## src/rtl/vnu_pkg.sv

```systemverilog
// Shared types and helpers for the serial variable-node update unit.
// Saturating output format is selected in vnu_serial by the VNU_SAT_EN macro.
package vnu_pkg;

   typedef enum logic [1:0] {IDLE, COLLECT, EMIT} vnu_state_t;

   function automatic int vnu_aw(input int dv, input int w);
      return w + $clog2(dv + 1);
   endfunction

   localparam int VNU_DV_DEF = 6;
   localparam int VNU_W_DEF  = 8;
   localparam int VNU_AW_DEF = VNU_W_DEF + $clog2(VNU_DV_DEF + 1);

   // Symmetric clamp of a full-width sum to +/-(2^(w-1)-1); caller truncates to w bits.
   function automatic logic signed [31:0] sat_w(input logic signed [31:0] x, input int w);
      logic signed [31:0] lim;
      lim = (32'sd1 <<< (w - 1)) - 32'sd1;
      if (x > lim)
         return lim;
      else if (x < -lim)
         return -lim;
      else
         return x;
   endfunction

endpackage

```

## src/rtl/vnu_msg_buf.sv

```systemverilog
// DV x W register file holding the check messages of one node update.
// Single write port, combinational read port, no reset.
module vnu_msg_buf #(
   parameter int DV = 6,
   parameter int W  = 8,
   parameter int CW = $clog2(DV)
) (
   input  logic          clk,
   input  logic          we,
   input  logic [CW-1:0] waddr,
   input  logic [W-1:0]  wdata,
   input  logic [CW-1:0] raddr,
   output logic [W-1:0]  rdata
);

   logic [DV-1:0][W-1:0] mem;

   always_ff @(posedge clk) begin
      if (we)
         mem[waddr] <= wdata;
   end

   assign rdata = mem[raddr];

endmodule

```

## src/rtl/vnu_serial.sv

```systemverilog
// Serial-I/O LDPC variable-node update: collects DV R messages, emits DV Q = total - R_i.
// Define VNU_SAT_EN to clamp Q symmetrically; otherwise Q wraps to W bits.
module vnu_serial
   import vnu_pkg::*;
#(
   parameter int DV = 6,
   parameter int W  = 8,
   parameter int AW = vnu_aw(DV, W)
) (
   input  logic         clk,
   input  logic         rst,
   input  logic [W-1:0] l_in,
   input  logic         l_valid,
   input  logic [W-1:0] r_in,
   input  logic         r_valid,
   output logic         r_ready,
   output logic [W-1:0] q_out,
   output logic         q_valid,
   input  logic         q_ready,
   output logic         q_last,
   output logic         p_out,
   output logic         busy
);

   localparam int CW = (DV > 1) ? $clog2(DV) : 1;
   localparam logic [CW-1:0] LAST = CW'(DV - 1);

   vnu_state_t           state;
   logic [CW-1:0]        cnt;
   logic signed [AW-1:0] acc;
   logic signed [AW-1:0] l_x, r_x, b_x, acc_nxt, base, diff;
   logic [CW-1:0]        cnt_inc, raddr;
   logic [W-1:0]         rdata, q_fmt;
   logic                 r_xfer, q_xfer;

   assign r_xfer  = r_valid & r_ready;
   assign q_xfer  = q_valid & q_ready;
   assign cnt_inc = cnt + CW'(1);

   assign l_x     = {{(AW-W){l_in[W-1]}}, l_in};
   assign r_x     = {{(AW-W){r_in[W-1]}}, r_in};
   assign b_x     = {{(AW-W){rdata[W-1]}}, rdata};
   assign acc_nxt = acc + r_x;

   // q_out is registered, so the read port looks one message ahead: buf[0] on
   // the final R transfer, buf[cnt+1] on each Q transfer.
   assign raddr = (state == EMIT && cnt != LAST) ? cnt_inc : '0;
   assign base  = (state == COLLECT) ? acc_nxt : acc;
   assign diff  = base - b_x;

`ifdef VNU_SAT_EN
   assign q_fmt = W'(sat_w(32'(diff), W));
`else
   assign q_fmt = W'(diff);
`endif

   vnu_msg_buf #(.DV(DV), .W(W), .CW(CW)) u_buf (
      .clk   (clk),
      .we    (r_xfer),
      .waddr (cnt),
      .wdata (r_in),
      .raddr (raddr),
      .rdata (rdata)
   );

   always_ff @(posedge clk or posedge rst) begin
      if (rst) begin
         state   <= IDLE;
         cnt     <= '0;
         acc     <= '0;
         r_ready <= 1'b0;
         q_valid <= 1'b0;
         q_last  <= 1'b0;
         busy    <= 1'b0;
         p_out   <= 1'b0;
         q_out   <= '0;
      end else begin
         case (state)
            IDLE: begin
               if (l_valid) begin
                  acc     <= l_x;
                  cnt     <= '0;
                  r_ready <= 1'b1;
                  busy    <= 1'b1;
                  state   <= COLLECT;
               end
            end
            COLLECT: begin
               if (r_xfer) begin
                  acc <= acc_nxt;
                  if (cnt == LAST) begin
                     cnt     <= '0;
                     p_out   <= acc_nxt[AW-1];
                     r_ready <= 1'b0;
                     q_valid <= 1'b1;
                     q_out   <= q_fmt;
                     q_last  <= 1'b0;
                     state   <= EMIT;
                  end else begin
                     cnt <= cnt_inc;
                  end
               end
            end
            EMIT: begin
               if (q_xfer) begin
                  if (cnt == LAST) begin
                     cnt     <= '0;
                     q_valid <= 1'b0;
                     q_last  <= 1'b0;
                     busy    <= 1'b0;
                     state   <= IDLE;
                  end else begin
                     cnt    <= cnt_inc;
                     q_out  <= q_fmt;
                     q_last <= (cnt_inc == LAST);
                  end
               end
            end
            default: state <= IDLE;
         endcase
      end
   end

endmodule

```

## config.mk

```make
export PLATFORM = sky130hd
export DESIGN_NAME = vnu_serial
export DESIGN_NICKNAME = d
export VERILOG_FILES = /design/src/rtl/vnu_pkg.sv /design/src/rtl/vnu_msg_buf.sv /design/src/rtl/vnu_serial.sv
export SDC_FILE = /design/constraint.sdc
export NUM_CORES = 1
export LEC_CHECK = 0
export BUFFER_PORTS_ARGS = -buffer_cell sky130_fd_sc_hd__buf_4
export CORE_UTILIZATION = 25
export DETAILED_ROUTE_END_ITERATION = 6
export SLEW_MARGIN = 10
export SYNTH_ARGS = -nofsm -noshare
export SYNTH_HDL_FRONTEND = slang
export SYNTH_HIERARCHICAL = 1
export SYNTH_SLANG_ARGS = --single-unit
```

## constraint.sdc

```tcl
create_clock -name clk -period 3.6 [get_ports clk]
set_input_delay 0 -clock clk [delete_from_list [all_inputs] [get_ports clk]]
set_output_delay 0 -clock clk [all_outputs]
set_load 0.01 [all_outputs]
```

==> impl_metrics.json <==
{
  "setup_viol": 0,
  "rr_startpoint": "cnt[0]",
  "core-area_um2": 16800,
  "synth_top_cell_area_share_pct": 33.3,
  "cts_buffer_depth": 2,
  "slew_headroom_pct": 51.7,
  "cp_common_cell": "o21ai_0",
  "die_h_um": 134,
  "p_per_area_nw_per_um2": 799,
  "synthDistinctLibCells": 61,
  "path_class": "flop to flop",
  "cap_violations": 0,
  "std_cell_rows": 47,
  "crit_slowest_cell": "dfrtp_1",
  "cts_root_buf": "clkbuf_16",
  "grt-ovfl-total": 0,
  "cts_tree": "built",
  "synthesis.area_um2": 4330,
  "drt_iter0_drc": 182,
  "skew_ps": 4.49,
  "finalCritPeriodShare_pct": 93.7,
  "n_antenna_cell": 0,
  "synth-edff-count": 48,
  "netlist_top_cells_count": "edfxtp_1 (48), o21ai_0 (37), nand2_1 (35)",
  "ir_worst_vdd_mv": 0.383,
  "drv_slew": 0,
  "grt_pass1_vias": 3205,
  "cp-end-kind": "flop",
  "grt_pass1_wl_um": 16500,
  "postPlaceCellArea_um2": 4850,
  "htree_num_levels": 3,
  "hold_viol": 0,
  "final_cells": 673,
  "grt_max_degree": 30,
  "cp_max_fo": 10,
  "dr.pass1.iters": 4,
  "slowest_delay_ps": 440,
  "finalNetCount": 495,
  "fp.dieW_um": 134,
  "leakage_nw": 2.11,
  "antenna_found_initial": 0,
  "min_to": "acc[0]",
  "ant_nets": 0,
  "port_buffers": 33,
  "route.detailed.drc": 0,
  "dp.cells": 636,
  "area_growth_pct": 25.2,
  "synth_area_leader_cell": "edfxtp_1",
  "synthTopCellsByArea": "edfxtp_1 (33%), dfrtp_1 (17%), mux2i_1 (7.2%)",
  "synth_fp_nets": 432,
  "synth_cells": 385,
  "synth_most_common_cell": "edfxtp_1",
  "setup_tns_ps": 0,
  "worstHoldStart": "l_in[0]",
  "nFillCells": 1681,
  "clk_pin_slew_ps": 60,
  "io_pins": 34,
  "num_vias": 3136,
  "post-route-util_pct": 32.3,
  "clkLatencyLatePin_ps": 340,
  "status": "finished clean",
  "ys_seq_area_share_pct": 50.1,
  "cp.arrival_ps": 3580,
  "worstPathCellList": "ha_1, nor2b_1, nor2_1, nor2_2, buf_4, o32a_1, o21ai_0, ha_2, inv_1, fa_1, a21o_1, a21oi_2, o21bai_1, a21oi_1, xor2_1, o21ai_0",
  "drive_above_1_share_pct": 19.0,
  "ys_ff_latch": 77,
  "final_area_um2": 5420,
  "gp_congestion": 0.797,
  "hp-class": "input pin to flop",
  "whs_ps": 1.01,
  "fmax_mhz": 296,
  "period_needed_ps": 3370,
  "drt_wl_total_um": 9900,
  "cts-buffers-inserted": 9,
  "hpwl_um": 7320,
  "worstMarginPinSlew_ps": 721,
  "required_ps": 3810,
  "ys.flop_type": "edfxtp_1",
  "whs_path_depth": 3,
  "start_kind": "flop",
  "ff2ff_path_depth": 16,
  "r2r_slack_ps": 230,
  "track_usage_pct": 11.8,
  "initial_core_util_pct": 25.8,
  "wl_per_cell_um": 14.7,
  "die_area_um2": 17800,
  "r2r_end": "q_out[6]",
  "avgSynthCellArea_um2": 11.2,
  "synthArstFlopShare_pct": 37.7,
  "vias_per_cell": 4.66,
  "cts_sinks": 77,
  "ys_warn_count": 6
}
## how the worst max path moves through the flow
| stage | start | endpoint |
|---|---|---|
| 6_report | cnt[0] | q_out[6] |
| 5_1_grt | state[0] | q_out[6] |
| 4_1_cts | cnt[1] | q_out[6] |
| 3_5_place_dp | cnt[1] | q_out[6] |
| 3_3_place_gp | cnt[1] | q_out[6] |
| 2_1_floorplan | cnt[1] | q_out[6] |
## power breakdown
| group | internal [mW] | switching [mW] | total, mW |
|---|---|---|---|
| logic | 0.923 | 1.15 | 2.07 |
| registers | 1.15 | 0.117 | 1.26 |
| clock network | 0.611 | 0.381 | 0.992 |
| total | 2.68 | 1.65 | 4.33 |
## per-layer routing
metal	vias up	part of all wire (%)	GRT usage, %
met1	1537	46	14.8
met5	-	0	0
met4	0	1.6	3.91
met2	44	49	20.3
li1	1545	-	-
met3	10	3.0	2.17
## metrics by stage
stage,power [mW],worst slack [ps]
CTS,4.34,83.7
floorplan,2.80,381
detailed placement,3.32,59.9
global route,4.66,-4.39
finish,4.33,226
global placement,3.28,202
## cell families after synthesis
logic type / count (synthesis) / synth area share, %
XOR/XNOR: 11 / 2.23
buffers and inverters: 36 / 4.16
AO/OA/AOI/OAI: 103 / 16.6
flip-flops: 77 / 50.1
multiplexers: 36 / 8.47
adder cells (fa/ha/maj): 26 / 7.86
AND/OR/NAND/NOR: 96 / 10.6
## cell usage in the layout, fill, tap and decap left out, types with 2 or more instances in the layout
| cell type | Yosys | final |
|---|---|---|
| o32a_1 | 8 | 8 |
| nor2_2 | 0 | 2 |
| a32o_1 | 2 | 2 |
| nor3_1 | 6 | 6 |
| buf_4 | 2 | 45 |
| inv_1 | 23 | 23 |
| nand2_1 | 35 | 34 |
| ha_1 | 24 | 23 |
| o22ai_1 | 2 | 2 |
| edfxtp_1 | 48 | 48 |
| mux2_2 | 4 | 4 |
| nor2_1 | 24 | 22 |
| a31oi_1 | 2 | 2 |
| dfrtp_1 | 29 | 29 |
| fa_1 | 2 | 2 |
| nor2b_1 | 3 | 3 |
| nand3_1 | 5 | 5 |
| a21oi_1 | 20 | 19 |
| buf_12 | 1 | 2 |
| a21oi_2 | 1 | 2 |
| nor3b_1 | 3 | 3 |
| a2111oi_4 | 2 | 2 |
| nand2_2 | 1 | 2 |
| o21ai_0 | 37 | 37 |
| xor2_1 | 4 | 4 |
| o21bai_1 | 3 | 3 |
| nand4_1 | 2 | 2 |
| bufinv_16 | 0 | 2 |
| clkbuf_16 | 0 | 9 |
| and3_4 | 1 | 2 |
| mux2i_1 | 31 | 31 |
| o21ai_1 | 2 | 2 |
| nand2b_1 | 9 | 9 |
| clkinv_4 | 0 | 3 |
| a22oi_1 | 2 | 2 |
| a21o_1 | 5 | 5 |
| xnor2_1 | 7 | 7 |
| dlygate4sd3_1 | 0 | 17 |
## registers in the layout, summed over array words and instances, names as in the netlist
name       count
busy           1
q_last         1
q_valid        1
acc           11
q_out          8
u_buf/mem     48
r_ready        1
state          2
p_out          1
cnt            3
## repair_timing
| action | 4_1_cts | 5_1_grt |
|---|---|---|
| resized for setup | 1 | 8 |
| pin swaps | 0 | 2 |
| hold endpoints to repair | 86 | 0 |
| buffers inserted | 0 | 4 |
| setup endpoints to repair | 1 | 2 |
| hold buffers | 17 | 0 |
## area by class of cell
cell class,count,area (µm²),share of cell area [%]
sequential,77,2170,40.0
multi-input combinational,272,2000,37.0
timing repair buffer,65,559,10.3
tap,220,275,5.08
clock buffer,9,225,4.16
clock inverter,7,98.8,1.82
inverter,23,86.3,1.59
## worst max-delay path: cells and delay by family (launching register included)
family          cells  cell delay [ps]
compound gates      7             1140
fa+ha+maj           3              910
flops               1              440
simple gates        3              360
buf+inv             2              230
xor+xnor            1              140
Note: power is estimated with default switching activity, not from simulation.
